[config.mk]
export PLATFORM = sky130hd
export DESIGN_NAME = spi_slave_shifter_flat
export DESIGN_NICKNAME = d
export VERILOG_FILES = /design/src/rtl/spi_slave_shifter_if.sv /design/src/rtl/spi_slave_shifter.sv /design/src/flat_wrapper.sv
export SDC_FILE = /design/constraint.sdc
export NUM_CORES = 1
export LEC_CHECK = 0
export ABC_AREA = 0
export CORE_AREA = 2 2 45 78
export DETAILED_ROUTE_END_ITERATION = 7
export DIE_AREA = 0 0 47 80
export PLACE_DENSITY = 0.73
export RECOVER_POWER = 25
export SKIP_CTS_REPAIR_TIMING = 1
export SYNTH_ARGS = -nofsm -noshare
export SYNTH_HDL_FRONTEND = slang
export SYNTH_SLANG_ARGS = --single-unit
export TNS_END_PERCENT = 10
[constraint.sdc]
create_clock -name clk -period 1.6 [get_ports clk]
set_input_delay 0.24 -clock clk [delete_from_list [all_inputs] [get_ports clk]]
set_output_delay 0.24 -clock clk [all_outputs]
set_load 0.03 [all_outputs]
[src/rtl/spi_slave_shifter_if.sv]
// Bus bundle between the SPI edge detectors, the shift engine and its word producer/consumer.
// Latency: none (signal grouping only).
// Backpressure: rx side holds until rx_ack; tx side is paced by the tx_latch pulse.
interface spi_slave_shifter_if #(
   parameter int DATA_W = 8
);
   logic              sclk_posedge;
   logic              sclk_negedge;
   logic              cs_fall;
   logic              cs_rise;
   logic              mosi_sync;
   logic [DATA_W-1:0] tx_data;
   logic              rx_ack;
   logic              miso;
   logic              tx_latch;
   logic [DATA_W-1:0] rx_data;
   logic              rx_valid;
   logic              rx_overrun;
   logic              frame_err;

   // Shift engine side
   modport slave (
      input  sclk_posedge, sclk_negedge, cs_fall, cs_rise, mosi_sync, tx_data, rx_ack,
      output miso, tx_latch, rx_data, rx_valid, rx_overrun, frame_err
   );

   // Edge detector / producer / consumer side
   modport master (
      output sclk_posedge, sclk_negedge, cs_fall, cs_rise, mosi_sync, tx_data, rx_ack,
      input  miso, tx_latch, rx_data, rx_valid, rx_overrun, frame_err
   );
endinterface

[src/rtl/spi_slave_shifter.sv]
// SPI mode-0 slave shift engine: deserializes MOSI into words, serializes tx words onto MISO MSB-first.
// Latency: rx_data/rx_valid 1 clk after the completing SCLK rise; miso 1 clk after cs_fall/SCLK fall; tx_latch combinational.
// Backpressure: rx word held until rx_ack; an unacked word is overwritten (flagged when SPI_SLAVE_OVERRUN_EN is defined).
module spi_slave_shifter #(
   parameter int DATA_W = 8
) (
   input logic               clk,
   input logic               rst_n,
   spi_slave_shifter_if.slave bus
);
   localparam int             CNT_W = $clog2(DATA_W);
   localparam logic [CNT_W-1:0] LAST_BIT = CNT_W'(DATA_W - 1);

   typedef enum logic {IDLE, SHIFT} state_t;

   state_t            state;
   logic [CNT_W-1:0]  bit_cnt;
   logic [DATA_W-1:0] tx_shift;
   // Only DATA_W-1 bits are stored; the last bit is taken straight from mosi_sync on completion.
   logic [DATA_W-2:0] rx_shift;
   logic [DATA_W-1:0] rx_word;
   logic              miso_q;
   logic [DATA_W-1:0] rx_data_q;
   logic              rx_valid_q;
   logic              frame_err_q;
   logic              start;
   logic              word_done;

   assign rx_word = {rx_shift, bus.mosi_sync};

   // Frame start and word completion decode; cs_rise outranks cs_fall, both outrank SCLK pulses
   always_comb begin
      start     = bus.cs_fall & ~bus.cs_rise;
      word_done = (state == SHIFT) & ~bus.cs_rise & ~bus.cs_fall &
                  bus.sclk_posedge & (bit_cnt == LAST_BIT);
   end

   assign bus.tx_latch = start | word_done;

   // Frame FSM with shift registers and registered outputs
   always_ff @(posedge clk or negedge rst_n) begin
      if (!rst_n) begin
         state       <= IDLE;
         bit_cnt     <= '0;
         tx_shift    <= '0;
         rx_shift    <= '0;
         miso_q      <= 1'b0;
         rx_data_q   <= '0;
         rx_valid_q  <= 1'b0;
         frame_err_q <= 1'b0;
      end else begin
         frame_err_q <= 1'b0;
         if (bus.rx_ack) begin
            rx_valid_q <= 1'b0;
         end
         if (bus.cs_rise) begin
            // bit_cnt is always 0 in IDLE, so a stray cs_rise there never flags an error
            frame_err_q <= (bit_cnt != '0);
            state       <= IDLE;
            bit_cnt     <= '0;
            miso_q      <= 1'b0;
         end else if (bus.cs_fall) begin
            // Also covers a restart while already shifting
            state    <= SHIFT;
            bit_cnt  <= '0;
            tx_shift <= bus.tx_data;
            miso_q   <= bus.tx_data[DATA_W-1];
         end else if (state == SHIFT) begin
            if (bus.sclk_posedge) begin
               rx_shift <= rx_word[DATA_W-2:0];
               if (bit_cnt == LAST_BIT) begin
                  rx_data_q  <= rx_word;
                  rx_valid_q <= 1'b1;
                  bit_cnt    <= '0;
                  tx_shift   <= bus.tx_data;
               end else begin
                  bit_cnt <= bit_cnt + 1'b1;
               end
            end else if (bus.sclk_negedge) begin
               if (bit_cnt != '0) begin
                  tx_shift <= tx_shift << 1;
                  miso_q   <= tx_shift[DATA_W-2];
               end else begin
                  // Freshly loaded word: keep its MSB on the line for the next rising edge
                  miso_q <= tx_shift[DATA_W-1];
               end
            end
         end
      end
   end

   assign bus.miso      = miso_q;
   assign bus.rx_data   = rx_data_q;
   assign bus.rx_valid  = rx_valid_q;
   assign bus.frame_err = frame_err_q;

`ifdef SPI_SLAVE_OVERRUN_EN
   logic overrun_q;

   // Sticky overrun: a word landed on top of an unacknowledged one; cleared only by rx_ack
   always_ff @(posedge clk or negedge rst_n) begin
      if (!rst_n) begin
         overrun_q <= 1'b0;
      end else if (word_done && rx_valid_q && !bus.rx_ack) begin
         overrun_q <= 1'b1;
      end else if (bus.rx_ack) begin
         overrun_q <= 1'b0;
      end
   end

   assign bus.rx_overrun = overrun_q;
`else
   assign bus.rx_overrun = 1'b0;
`endif

endmodule
[src/flat_wrapper.sv]
// flat-port wrapper written by rule: the top's interface ports become plain ports
module spi_slave_shifter_flat 
#(
   parameter int DATA_W = 8
)
  (clk, rst_n, bus_sclk_posedge, bus_sclk_negedge, bus_cs_fall, bus_cs_rise, bus_mosi_sync, bus_tx_data, bus_rx_ack, bus_miso, bus_tx_latch, bus_rx_data, bus_rx_valid, bus_rx_overrun, bus_frame_err);
  spi_slave_shifter_if #(.DATA_W(DATA_W)) bus_i ();
  input logic clk;
  input logic rst_n;
  input wire logic [$bits(bus_i.sclk_posedge)-1:0] bus_sclk_posedge;
  input wire logic [$bits(bus_i.sclk_negedge)-1:0] bus_sclk_negedge;
  input wire logic [$bits(bus_i.cs_fall)-1:0] bus_cs_fall;
  input wire logic [$bits(bus_i.cs_rise)-1:0] bus_cs_rise;
  input wire logic [$bits(bus_i.mosi_sync)-1:0] bus_mosi_sync;
  input wire logic [$bits(bus_i.tx_data)-1:0] bus_tx_data;
  input wire logic [$bits(bus_i.rx_ack)-1:0] bus_rx_ack;
  output wire logic [$bits(bus_i.miso)-1:0] bus_miso;
  output wire logic [$bits(bus_i.tx_latch)-1:0] bus_tx_latch;
  output wire logic [$bits(bus_i.rx_data)-1:0] bus_rx_data;
  output wire logic [$bits(bus_i.rx_valid)-1:0] bus_rx_valid;
  output wire logic [$bits(bus_i.rx_overrun)-1:0] bus_rx_overrun;
  output wire logic [$bits(bus_i.frame_err)-1:0] bus_frame_err;
  assign bus_i.sclk_posedge = bus_sclk_posedge;
  assign bus_i.sclk_negedge = bus_sclk_negedge;
  assign bus_i.cs_fall = bus_cs_fall;
  assign bus_i.cs_rise = bus_cs_rise;
  assign bus_i.mosi_sync = bus_mosi_sync;
  assign bus_i.tx_data = bus_tx_data;
  assign bus_i.rx_ack = bus_rx_ack;
  assign bus_miso = bus_i.miso;
  assign bus_tx_latch = bus_i.tx_latch;
  assign bus_rx_data = bus_i.rx_data;
  assign bus_rx_valid = bus_i.rx_valid;
  assign bus_rx_overrun = bus_i.rx_overrun;
  assign bus_frame_err = bus_i.frame_err;
  spi_slave_shifter #(.DATA_W(DATA_W)) u_core (.clk(clk), .rst_n(rst_n), .bus(bus_i));
endmodule
==> results.md <==
- Outcome: finished, final reports clean
- Max-cap check violation count: 0
- Flip-flop and latch count after synthesis: 30
- Critical Path Most Common Cell: ha_4
- Global routing usage summed across all routing layers: approximately 17%
- Total I/O pin count: 29
- Detail-routed net length per standard cell: approximately 15 um
- Clock tree from TritonCTS: built
- Post-Syn Nets: 120
- Via count of the first global-routing pass: about 1000
- Count of final hold-check violations: 0
- Critical Path Start Type: register
- Number of cell rows: 27
- Worst slew slack as a fraction of its limit: 51.31%
- Post-Place Setup Slack: -0.2831 ns
- Clk root buf: clkbuf_8
- Synth Instances: 100
- Layout-stage area growth over the synthesis result: 47.67%
- Clock latency on the worst-skew pair: 0.28 ns
- Critical-path maximum fanout: 8
- Setup violators final: 0
- Ratio of cells with drive above 1 in the final layout: between 40 and 50%
- Highest clock frequency the design can meet: between 600 and 700 MHz
- Nets@finish: 170
- # placed instances: 180
- Die Outline Area: ~3800 um2
- Count of pins over their slew limit: 0
- Count of unique library cells instantiated by Yosys: 24
- Final estimated routing congestion in global placement: approximately 0.72
- Maximum count of clock buffers along a single path: 2
- Clock H-tree levels: 2
- Antenna viol nets, final: 0
- Fin Clk Skew: between 0.006 and 0.007 ns
- Crit-path max cell delay: around 0.43 ns
- Transition time of the tightest slew-check pin: 0.7303 ns
- Peak ir drop on the vdd network: between 0.7 and 0.8 mV
- Switching share of power: 23.48%
- Setup ws final: around 0.025 ns
- DP Wirelength: about 2000 um
- Part of the total power dissipated in sequential elements: 51.8%
- Largest net degree at the start of global routing: 31
- RSZ-0062 raised after global routing: true
- Cell count of the worst reg-to-reg path: 6
- Starting density of the core: between 40% and 50%
- Combinational cell fraction of total power: between 10% and 20%
- Clock-pin slew on the worst setup and hold paths: ~0.06 ns
- Global-route wire length before repair: around 4300 um
- Number of sinks handled by clock tree synthesis: 30
- Type of the worst min-delay path: reg2reg
- Detailed Routing Iterations Pass 1: 3
- Worst EP required: about 1.8 ns
- Cell area power density: around 840 nW/um2
- Endpoint class of the critical path: register
- Average instance area after synthesis: about 14 um2
- Total Routed Length: around 2900 um
- Width of the die: roughly 47 um
- Post-synthesis instance area: about 1400 um2
- Portion of the clock cycle consumed by the worst path in the final layout: between 90 and 100%
- Antenna fix cells: 0
- Yosys warning total: 0
- Total power after layout: about 1.7 mW
- Vias per inst: roughly 5.0
- Vertical die dimension: 80 um
- Crit-path cells: ha_4, ha_4, a31oi_4, a21oi_4, buf_12, mux2_4
- Part of the power in the clock network: approximately a third
- Remaining Overflow, GRT: 0
- Net switching power figure: 0.4007 mW
- Setup Crit Path Kind: reg2reg
- Antenna violations before repair: 0
- Tmin final: 1.575 ns
- Register area share after synthesis: roughly 55%
- Data arrival, critical path: between 1.5 and 2 ns
- Via total after detailed routing: about 970
- Worst path slowest cell: dfrtp_1
- Hold Crit Depth: 1
- Lkg Pwr: 0.9617 nW
- Number of cells in the finished layout apart from fillers: 193
- Filler cell count: between 200 and 250
- I/O Buffers: 27
- Internal: about 1.3 mW
- Detailed-route DRC error count: 0
- Drt initial violations: 4
- Total CTS buffers: 5
- Area of the core: roughly 3100 um2
## worst max-delay path, delay by kind of cell (launching register included)
kind	cells	cell delay (ns)
compound gates	2	0.23
mux	1	0.30
fa+ha+maj	2	0.37
flops	1	0.43
buf+inv	1	0.14
## layer usage
metal	part of all wire [%]	up-vias	GRT usage, %
li1	-	447	-
met1	33	487	15.12
met2	59	28	30.00
met3	5.4	5	5.882
met4	2.0	0	8.333
met5	0	-	0
## cells by family (layout without fill, tap and decap cells)
family	after synthesis	in the layout	synth area share, %
and+or+nand+nor	17	17	7.870
buffers and inverters	7	57	2.379
other	1	1	0.2742
AOI/OAI and AO/OA	8	8	4.026
DFF	30	30	54.89
adders and majority gates	4	4	3.660
muxes	33	33	26.90
## metrics by stage
stage | setup TNS [ns] | hold WS (ns) | util, % | cell area, um2
CTS | -0.6405 | 0.3592 | 59.98 | 1864
global route | -0.4325 | 0.5278 | 64.98 | 2019
floorplan | 0 | -0.05559 | - | 1374
detailed placement | -5.207 | 0.4930 | 57.53 | 1788
finish | 0 | 0.5019 | 64.98 | 2019
global placement | -4.413 | 0.4867 | 57.53 | 1788
## path summary, 6_finish.rpt
path / start / endpoint / slack (ns)
worst min register to register: u_core.tx_shift[3]$_DFFE_PN0P_ / u_core.tx_shift[3]$_DFFE_PN0P_ / 0.50
worst max-delay path: u_core.bit_cnt[1]$_DFFE_PN0P_ / u_core.tx_shift[7]$_DFFE_PN0P_ / 0.03
min in group asynchronous: rst_n / u_core.tx_shift[0]$_DFFE_PN0P_ / 0.56
worst max register to register: u_core.bit_cnt[1]$_DFFE_PN0P_ / u_core.tx_shift[7]$_DFFE_PN0P_ / 0.03
worst min-delay path: u_core.tx_shift[3]$_DFFE_PN0P_ / u_core.tx_shift[3]$_DFFE_PN0P_ / 0.50
max in group asynchronous: rst_n / u_core.state$_DFFE_PN0P_ / 0.54
## layout make-up
type	instances	area (um2)	share of cell area, %
Sequential cell	30	752.0	37.24
Multi-Input combinational cell	63	683.2	33.83
Timing Repair Buffer	46	439.2	21.75
Clock buffer	7	76.32	3.779
Tap cell	43	53.80	2.664
Inverter	4	15.01	0.7435
## power by group through the flow
stage	sequential [mW]	clock, mW	combinational [mW]
2_1_floorplan	0.882	0	0.133
3_3_place_gp	0.891	0	0.220
6_report	0.883	0.552	0.271
3_5_place_dp	0.896	0	0.228
4_1_cts	0.882	0.579	0.230
5_1_grt	0.892	0.613	0.294
## registers in the layout, summed over array words and instances (netlist names)
register,flops
u_core.bus.miso,1
u_core.state,1
u_core.bus.frame_err,1
u_core.tx_shift,8
u_core.rx_shift,7
u_core.bus.rx_data,8
u_core.bus.rx_valid,1
u_core.bit_cnt,3
## cells in the mapped netlist (all sizes together)
cell / number / share of area (%)
conb: 1 / 0.27
ha: 4 / 3.7
o21ai: 3 / 1.1
a31oi: 1 / 0.46
inv: 4 / 1.1
and3b: 1 / 0.73
a21oi: 3 / 1.9
nor3: 5 / 2.7
nor2: 3 / 1.0
nor2b: 1 / 0.46
mux2i: 3 / 2.2
dfrtp: 30 / 55
nand2b: 1 / 0.46
and2: 1 / 0.46
mux2: 30 / 25
a21o: 1 / 0.55
buf: 3 / 1.3
nand2: 5 / 2.1
## placed cells by master, fill, tap and decap left out, drive strengths merged
| cell | instances |
|---|---|
| dfrtp | 30 |
| mux2 | 30 |
| clkdlybuf4s50 | 24 |
| buf | 19 |
| clkbuf | 8 |
| nor3 | 5 |
| nand2 | 5 |
| inv | 4 |
| ha | 4 |
| mux2i | 3 |
| o21ai | 3 |
| nor2 | 3 |
| a21oi | 3 |
| nand2b | 1 |
| and2 | 1 |
| a31oi | 1 |
| and3b | 1 |
| nor2b | 1 |
| a21o | 1 |
| conb | 1 |
| dlygate4sd3 | 1 |
| dlymetal6s2s | 1 |
No activity file was read; power rests on OpenSTA's default activity.
